$ cat src/rtl/hc85_serial_cascade.sv
// Serial HC85 cascade comparator: one 4-bit slice per clock, LSB nibble first,
// reproducing a chain of NIBBLES combinational HC85 parts with a single compare stage.
module hc85_serial_cascade #(
   parameter int unsigned NIBBLES = 4
) (
   input  logic                 CLK,
   input  logic                 RST_N,
   input  logic                 START,
   input  logic [4*NIBBLES-1:0] A,
   input  logic [4*NIBBLES-1:0] B,
   input  logic                 I1,
   input  logic                 I2,
   input  logic                 I3,
   output logic                 BUSY,
   output logic                 DONE,
   output logic                 Q1,
   output logic                 Q2,
   output logic                 Q3
);

   localparam int unsigned W    = 4 * NIBBLES;
   localparam int unsigned IdxW = (NIBBLES > 1) ? $clog2(NIBBLES) : 1;
   localparam logic [IdxW-1:0] LastIdx = IdxW'(NIBBLES - 1);

   typedef enum logic [1:0] {
      StIdle,
      StRun,
      StFin
   } state_e;

   state_e          state_q, state_d;
   logic [IdxW-1:0] idx_q, idx_d;
   logic [W-1:0]    a_q, a_d;
   logic [W-1:0]    b_q, b_d;
   logic [2:0]      c_q, c_d;
   logic [2:0]      q_q, q_d;
   logic            busy_q, busy_d;
   logic            done_q, done_d;
   logic [2:0]      c_step;

   // Equal-slice map of a real HC85, including its non-one-hot codes.
   function automatic logic [2:0] cascade_eq(input logic [2:0] c);
      logic [2:0] r;
      if (c[1]) begin
         r = 3'b010;
      end else begin
         unique case ({c[2], c[0]})
            2'b00:   r = 3'b101;
            2'b01:   r = 3'b001;
            2'b10:   r = 3'b100;
            default: r = 3'b000;
         endcase
      end
      return r;
   endfunction

   // Operands shift right each RUN edge so the active slice is always bits [3:0].
   always_comb begin
      if (a_q[3:0] > b_q[3:0]) begin
         c_step = 3'b100;
      end else if (a_q[3:0] < b_q[3:0]) begin
         c_step = 3'b001;
      end else begin
         c_step = cascade_eq(c_q);
      end
   end

   always_comb begin
      state_d = state_q;
      idx_d   = idx_q;
      a_d     = a_q;
      b_d     = b_q;
      c_d     = c_q;
      q_d     = q_q;
      busy_d  = busy_q;
      done_d  = 1'b0;

      unique case (state_q)
         StIdle, StFin: begin
            state_d = StIdle;
            busy_d  = 1'b0;
            if (START) begin
               state_d = StRun;
               busy_d  = 1'b1;
               idx_d   = '0;
               a_d     = A;
               b_d     = B;
               c_d     = {I1, I2, I3};
            end
         end
         StRun: begin
            c_d = c_step;
            a_d = a_q >> 4;
            b_d = b_q >> 4;
            if (idx_q == LastIdx) begin
               state_d = StFin;
               q_d     = c_step;
               done_d  = 1'b1;
               busy_d  = 1'b0;
            end else begin
               idx_d = idx_q + 1'b1;
            end
         end
         default: begin
            state_d = StIdle;
            busy_d  = 1'b0;
         end
      endcase
   end

   always_ff @(posedge CLK) begin
      if (!RST_N) begin
         state_q <= StIdle;
         idx_q   <= '0;
         a_q     <= '0;
         b_q     <= '0;
         c_q     <= 3'b000;
         q_q     <= 3'b000;
         busy_q  <= 1'b0;
         done_q  <= 1'b0;
      end else begin
         state_q <= state_d;
         idx_q   <= idx_d;
         a_q     <= a_d;
         b_q     <= b_d;
         c_q     <= c_d;
         q_q     <= q_d;
         busy_q  <= busy_d;
         done_q  <= done_d;
      end
   end

   assign BUSY = busy_q;
   assign DONE = done_q;
   assign Q1   = q_q[2];
   assign Q2   = q_q[1];
   assign Q3   = q_q[0];

endmodule

$ cat config.mk
export PLATFORM = sky130hd
export DESIGN_NAME = hc85_serial_cascade
export DESIGN_NICKNAME = d
export VERILOG_FILES = /design/src/rtl/hc85_serial_cascade.sv
export SDC_FILE = /design/constraint.sdc
export NUM_CORES = 1
export LEC_CHECK = 0
export ABC_AREA = 1
export CELL_PAD_IN_SITES_DETAIL_PLACEMENT = 1
export CELL_PAD_IN_SITES_GLOBAL_PLACEMENT = 1
export CORE_ASPECT_RATIO = 0.7
export CORE_MARGIN = 3
export CORE_UTILIZATION = 35
export CTS_CLUSTER_DIAMETER = 120
export CTS_CLUSTER_SIZE = 25
export DETAILED_ROUTE_END_ITERATION = 8
export PLACE_DENSITY = 0.76
export SLEW_MARGIN = 20
export SYNTH_ARGS = -nofsm -noshare
export SYNTH_HDL_FRONTEND = slang
export SYNTH_SLANG_ARGS = --single-unit
$ cat constraint.sdc
create_clock -name CLK -period 1.5 [get_ports CLK]
set_input_delay 0.15 -clock CLK [delete_from_list [all_inputs] [get_ports CLK]]
set_output_delay 0.15 -clock CLK [all_outputs]
set_load 0.005 [all_outputs]
After elaboration in Yosys (flattened, before gate mapping)
Index checks and enable logic that the tools add are counted.
{"block": "word_totals", "register_bits": 44, "inputBits": 38, "elab_cells": 47}
{"block": "classes", "add_sub_neg": 1, "magnitude_cmp": 2, "eq_ne": 8, "muxes": 20, "n_reduce_logical": 8}
{"operator": "$pmux 16 s2", "n": 2}
{"operator": "$mux 16", "n": 2}
{"operator": "$mux 3", "n": 4}
{"operator": "$pmux 3 s3", "n": 1}
{"operator": "$pmux 2 s2", "n": 2}
{"operator": "$eq 2x2->1 const B", "n": 3}
{"operator": "$mux 2", "n": 3}
{"operator": "$ne 2x2->1 const B", "n": 3}
{"operator": "$pmux 3 s2", "n": 1}
{"operator": "$reduce_and 2->1", "n": 3}
{"operator": "$eq 2x1->1 const B", "n": 2}
{"operator": "$gt 4x4->1", "n": 1}
{"operator": "$logic_not 2->1", "n": 2}
{"operator": "$lt 4x4->1", "n": 1}
{"operator": "$mux 1", "n": 4}
{"operator": "$reduce_and 3->1", "n": 1}
{"operator": "$add 2x1->2 const B", "n": 1}
{"operator": "$pmux 1 s2", "n": 1}
{"operator": "$reduce_bool 2->1", "n": 1}
{"operator": "$reduce_or 2->1", "n": 1}

Longest topological paths before layout
Gate-level depths: netlist of run 1.
{"block": "logic_depth", "ltp_word": 6, "ltp_mapped": 10, "mapped_depth_nobuf": 10}

Worst setup path after synthesis of run 1
No wires, ideal clock.
{"block": "synth_path", "kind": "register to register", "startpoint": "reg b_q[3]", "endpoint": "reg q_q[0]", "setup_ns": 0.114, "arrival_ns": 1.093, "required_time_ns": 1.386, "setup_slack_ns": 0.293, "path_stages_with_launch": 10, "path_buffers": 0, "synth_period_minus_slack_ns": 1.207, "cell_sequence": "dfxtp_1 > inv_1 > ha_1 > nand2_1 > inv_1 > nand2_1 > nand2_1 > nand2_1 > o21bai_1 > inv_1"}
{"block": "synth_between", "elab_chain_len": 3}
{"element": "start, declared", "line_no": "34", "text": "logic [W-1:0] b_q, b_d;"}
{"element": "start signal, assigned", "line_no": "116", "text": "b_q <= '0;"}
{"element": "start signal, assigned", "line_no": "125", "text": "b_q <= b_d;"}
{"element": "$lt 4x4->1", "line_no": "61", "text": "end else if (a_q[3:0] < b_q[3:0]) begin"}
{"element": "$mux 3", "line_no": "61"}
{"element": "$mux 3 *", "line_no": "59", "text": "if (a_q[3:0] > b_q[3:0]) begin"}
{"element": "end signal, assigned", "line_no": "127", "text": "q_q <= q_d;"}
{"element": "end, declared", "line_no": "36", "text": "logic [2:0] q_q, q_d;"}
Mark *: on every way between the ends. The rest lies on a longest branch, timed or not.
A chain may end at the register's enable or synchronous reset.

Worst setup path after layout of run 1
{"block": "layout_path", "startpoint": "reg b_q[1]", "endpoint": "reg q_q[0]"}
Same word-level chain as after synthesis.

==> results of run 1 <==
## registers in the layout, summed over array words and instances, names as in the netlist
register,cells
a_q,16
DONE,1
state_q,2
BUSY,1
idx_q,2
c_q,3
q_q,3
b_q,16
## tightest hold or removal path, delay by kind of cell
family	cells	cell delay, ns
AOI/OAI and AO/OA	1	0.05
buffers and inverters	1	0.39
and+or+nand+nor	1	0.06
## layout make-up
| type | count | area [um^2] |
|---|---|---|
| clock buffer | 6 | 82.6 |
| clock inverter | 2 | 38.8 |
| fill | 634 | 2430 |
| sequential | 44 | 881 |
| inverter | 22 | 82.6 |
| timing repair buffer | 52 | 508 |
| tap | 69 | 86.3 |
| multi-input combinational | 169 | 806 |
## through the flow
stage	power, mW	util, %	area, um^2
after floorplan	1.63	-	1840
after global placement	1.83	48.1	2360
after detailed placement	1.85	48.1	2360
after CTS	2.81	50.5	2480
after global routing	2.94	50.6	2480
final	2.79	50.6	2480
## cells by family after synthesis
group	count (synthesis)
flops	44
compound gates	55
simple gates	109
buf+inv	34
fa+ha+maj	5
## how the worst max path moves through the flow
stage,start,endpoint,slack (ns),depth (start not counted)
after global placement,START,b_q[2],0.15,5
after global routing,b_q[3],c_q[0],0.06,9
after detailed placement,START,b_q[2],0.12,5
final,b_q[1],q_q[0],0.17,9
after CTS,b_q[3],q_q[0],0.12,9
after floorplan,b_q[3],q_q[0],0.29,9
## placed cells by master, fill, tap and decap left out, drive strengths merged, types with 3 or more instances in the layout
| cell | n |
|---|---|
| clkbuf | 6 |
| nand3 | 3 |
| clkdlybuf4s50 | 42 |
| a21oi | 17 |
| nor2 | 49 |
| nor3 | 20 |
| buf | 10 |
| a211oi | 4 |
| o21ai | 32 |
| nand2 | 37 |
| inv | 22 |
| ha | 5 |
| dfxtp | 44 |
## power groups by stage
stage / logic [mW] / clock network (mW) / registers, mW
2_1_floorplan: 0.308 / 0 / 1.32
3_3_place_gp: 0.493 / 0 / 1.33
3_5_place_dp: 0.507 / 0 / 1.34
4_1_cts: 0.514 / 0.987 / 1.31
5_1_grt: 0.589 / 1.03 / 1.32
6_report: 0.513 / 0.972 / 1.31
## metal layers
layer / vias up / track usage [%]
met5: - / 0
met4: 0 / 6.85
met3: 6 / 3.95
met2: 37 / 26.2
met1: 776 / 24.4
li1: 898 / -
## what timing repair did
action	4_1_cts	5_1_grt
hold buffers	0	0
setup endpoints to repair	0	1
hold endpoints to repair	0	0
gates resized for setup	0	1
==> run metrics, run 1 <==
status=finished clean; top cells by count, synth=nor2_1, dfxtp_1, nand2_1; CP Capture Type=flop; die area=between 6000 and 7000 um^2; sw frac=27.1%; initial antenna violation count=0; Crit path largest cell delay=around 0.32 ns; Worst-Skew Late Latency=around 0.30 ns; CP top delay family=simple AND/OR/NAND/NOR gates; Root Driver=clkbuf_8; sequential area share after synthesis=48.0%; post-synthesis cell count=247; WL per Instance=13.6 um; FF+latch count, synth=between 40 and 50; Ant. Diodes=0; most used cell, CP=nand2_1; Worst-path clk slew=roughly 0.090 ns; Cell Area, Synth=1840 um^2; via count=1,717; Compound-Gate Fraction of Synth Area=15.8%; type of the worst min-delay path=in2reg; vias in the first global route=1,664; P_int=roughly 2.0 mW; CP Buf/Inv Count=2; Final nets=between 300 and 400; Max IR drop VDD=~0.46 mV; area grow syn2layout=35.4%; Avg Inst Size Synth=7.43 um^2; met2 routed WL=2100 um; top cells by area, synth=dfxtp_1, nor2_1, o21ai_0, nand2_1, nor3_1; DP Cell Count=356; Top Layer Used=met4; hpwl dp=3550 um; xor and xnor area share after synthesis=0%; Cells on Worst Hold Path=3; Num CTS Buffers=5; IO Pins=between 40 and 50; Post-route DRC=0; Total Routing Usage GR=17.5%; Fin Clk Skew=0.00921 ns; Post-Synth Adder-Cell Area=approximately 3.4%; worst hold start=A[12]; grt total ovfl=0; num rows=21; reg2reg path depth=9; worst slew pin tran=0.277 ns; most common cell in the netlist=nor2_1; Post-DRT Antenna Nets=0; TNS Setup=0 ns; critical path class=reg2reg; Initial Util=37.4%; sequential share of power=46.9%; height of the die=66.6 um; largest net degree at the start of global routing=26; gpl congestion=0.733; # Max-Cap Violations=0; Via density=4.72; static leakage=just over 1 nW; CP Launch Type=flop; largest area contributor in the netlist=dfxtp_1; crit path time final=~1.3 ns; Port Buf Inserts=42; Fmax achieved=749 MHz; Synth Flop Type=dfxtp_1; slowest CP cell=dfxtp_1; Critical Path AT=1.53 ns; Metal-1 WL=2520 um; Fin. Hold Viols=0; Core ar.=4910 um^2; synthesized net count=290; TritonCTS clock tree=built; r2r startpoint=b_q[1]; library cells used by synthesis=20; largest family of logic cells by synthesized area=simple AND/OR/NAND/NOR gates; Worst Hold End=a_q[12]; worst hold slack=0.399 ns; RSZ-0062 raised after global routing=no; H-tree depth=2; PwrDens=about 1100 nW/um^2; Detailed Route WL=approximately 4900 um; layout cells sized above 1=8.14%; Non-Filler Instances=364; Psw=0.756 mW; Routed met3 length=about 240 um; clock sinks=44; Async SR Flop Fraction=0%; Worst R2R End=q_q[0]; post-CTS setup buffer count=0; fin crit share=89.0%; post-synthesis simple-gate area fraction=24.5%; crit path max fanout=5; post-synth top area share=a little under half; post-synthesis mux area share=0%; Clk pwr share=34.8%; drt first pass iters=4; R2R Setup Slk=0.17 ns; first-pass GRT wire length=8280 um; Die Wd=approximately 93 um; CTS Buffer Depth=2; setup ws final=around 0.17 ns; pre-CTS setup slack=0.122 ns; final setup fails=0; Relative slew margins=81.4%; drt initial violations=67; fin. max-slew vios=0; Logic pwr share=18.3%; Critical Path RT=1.70 ns; CP Cell Sequence=inv_1, ha_1, nand2_1, nand2_1, nand2_1, nand2_2, nand2_1, o21bai_1, inv_1; Synth Warn #=0; Post-synth EDFFs=0
Power figures use the tool's default switching activity.
==> run 2, diff against run 1 <==
--- a/config.mk
+++ b/config.mk
@@ -15,6 +15,7 @@
 export CTS_CLUSTER_SIZE = 25
 export DETAILED_ROUTE_END_ITERATION = 8
 export PLACE_DENSITY = 0.76
+export SETUP_SLACK_MARGIN = 0.4
 export SLEW_MARGIN = 20
 export SYNTH_ARGS = -nofsm -noshare
 export SYNTH_HDL_FRONTEND = slang
==> run 2 against run 1 <==
  * Global-route usage is 2.7 points higher
  * Sequential share of layout area is 9.1 points lower
  * Combinational power is 110% higher
  * Non-clock buffer count is 15 higher
==> run metrics, run 2 (same netlist as run 1, synthesis figures left out) <==
CP Launch Type=flop; Relative slew margins=76.9%; Ant. Diodes=0; IO Pins=43; status=finished clean; Worst-path clk slew=0.10 ns; Via density=5.42; Crit path largest cell delay=0.36 ns; via count=2,061; CTS Buffer Depth=2; slowest CP cell=dfxtp_2; fin crit share=91.3%; Final nets=approximately 350; post-route cell area=between 3000 and 4000 um^2; gpl congestion=between 0.7 and 0.8; initial antenna violation count=0; height of the die=66.6 um; Worst-Skew Late Latency=0.32 ns; Post-route DRC=0; critical path class=reg2reg; largest net degree at the start of global routing=26; clock sinks=44; grt total ovfl=0; die area=6160 um^2; Critical Path RT=1.73 ns; PwrDens=roughly 1100 nW/um^2; Detailed Route WL=8890 um; Fmax achieved=730 MHz; drt first pass iters=4; final core utilization=approximately 70%; Fin. Hold Viols=0; worst slew pin tran=about 0.34 ns; RSZ-0062 raised after global routing=yes; fin. max-slew vios=0; r2r startpoint=b_q[1]; CP top delay family=simple AND/OR/NAND/NOR gates; Core ar.=4910 um^2; crit path max fanout=5; area grow syn2layout=84.6%; layout cells sized above 1=46.6%; CP Buf/Inv Count=1; Top Registers=a_q x16, b_q x16; type of the worst min-delay path=in2reg; Initial Util=37.4%; Root Driver=clkbuf_8; Die Wd=92.6 um; WL per Instance=23.4 um; hpwl dp=approximately 3800 um; Post-DRT Antenna Nets=0; worst hold start=RST_N; most used cell, CP=nand2_2; Port Buf Inserts=42; Num CTS Buffers=5; TritonCTS clock tree=built; CP Cell Sequence=inv_2, ha_4, nand2_2, nand2_2, nand2_2, nand2_4, nand3_1, a21oi_1; TNS Setup=0 ns; DP Area=2390 um^2; final setup fails=0; first-pass GRT wire length=9540 um; Hold-fix buffers, CTS=0; H-tree depth=2; static leakage=1.34 nW; Critical Path AT=1.60 ns; CP Launch Point=b_q[1]; commonest non-fill, non-tap cells in the layout=dfxtp_1, clkdlybuf4s50_1, nand2_1, nor2_4; Fin Clk Skew=0.0142 ns; num rows=21; drt initial violations=118; Max IR drop VDD=1.06 mV; Total Routing Usage GR=20.2%; crit path time final=1.37 ns; # Max-Cap Violations=0; vias in the first global route=around 1,900; CP Capture Type=flop
run 2: cell types whose count changed in the layout (fill, tap and decap cells not counted), sizes merged:
cell	before	now
buf	10	19
bufinv	1	3
clkbuf	6	11
clkdlybuf4s50	42	36
clkinv	1	3
clkinvlp	0	1
dlygate4sd2	0	5
dlymetal6s2s	0	1
inv	22	19
run 2: through the flow:
stage                     worst slack, ns  std cells  hold WS, ns  power, mW
after detailed placement            0.114        357        0.452       1.88
after global placement              0.167        357        0.447       1.86
after floorplan                     0.332        247        0.297       1.65
final                               0.131        380        0.270       3.72
after global routing               0.0702        380        0.274       3.84
after CTS                           0.217        367        0.400       3.22
run 2: final timing paths:
path	slack, ns	depth (start not counted)	endpoint
setup / recovery	0.13	8	c_q[1]
hold / removal	0.27	3	b_q[7]
setup reg to reg	0.13	8	c_q[1]
hold reg to reg	0.48	2	b_q[12]
run 2: power by group:
| group | internal, mW | switching, mW | leakage (nW) |
|---|---|---|---|
| clock | 0.833 | 0.453 | 0.0784 |
| combinational | 0.490 | 0.576 | 0.896 |
| sequential | 1.27 | 0.101 | 0.366 |
run 2: final cells by class:
| type | instances | area, um^2 |
|---|---|---|
| fillers | 513 | 1530 |
| inverters | 22 | 114 |
| well taps | 69 | 86.3 |
| repair buffers | 67 | 792 |
| clock inverters | 3 | 90.1 |
| multi-input cells | 169 | 1330 |
| repair inverters | 1 | 16.3 |
| clock buffers | 5 | 68.8 |
| flip-flops and latches | 44 | 893 |
run 2: worst min-delay path: stages:
cell and delay, ns:
dlymetal6s2s_1 0.20, o21ai_0 0.15, nor3_2 0.05
run 2: repair_timing:
| item | in CTS | in global routing |
|---|---|---|
| gates cloned | 1 | 7 |
| resized for setup | 37 | 148 |
| buffers inserted | 1 | 6 |
| endpoints found under the setup margin | 33 | 43 |
| pin swaps | 5 | 43 |
run 2: layer usage:
layer | vias to the layer above | routed length [um] | GRT usage, %
li1 | 927 | - | -
met1 | 1015 | 3560 | 26.5
met2 | 98 | 4520 | 34.6
met3 | 21 | 580 | 3.72
met4 | 0 | 232 | 5.00
met5 | - | 0 | 0
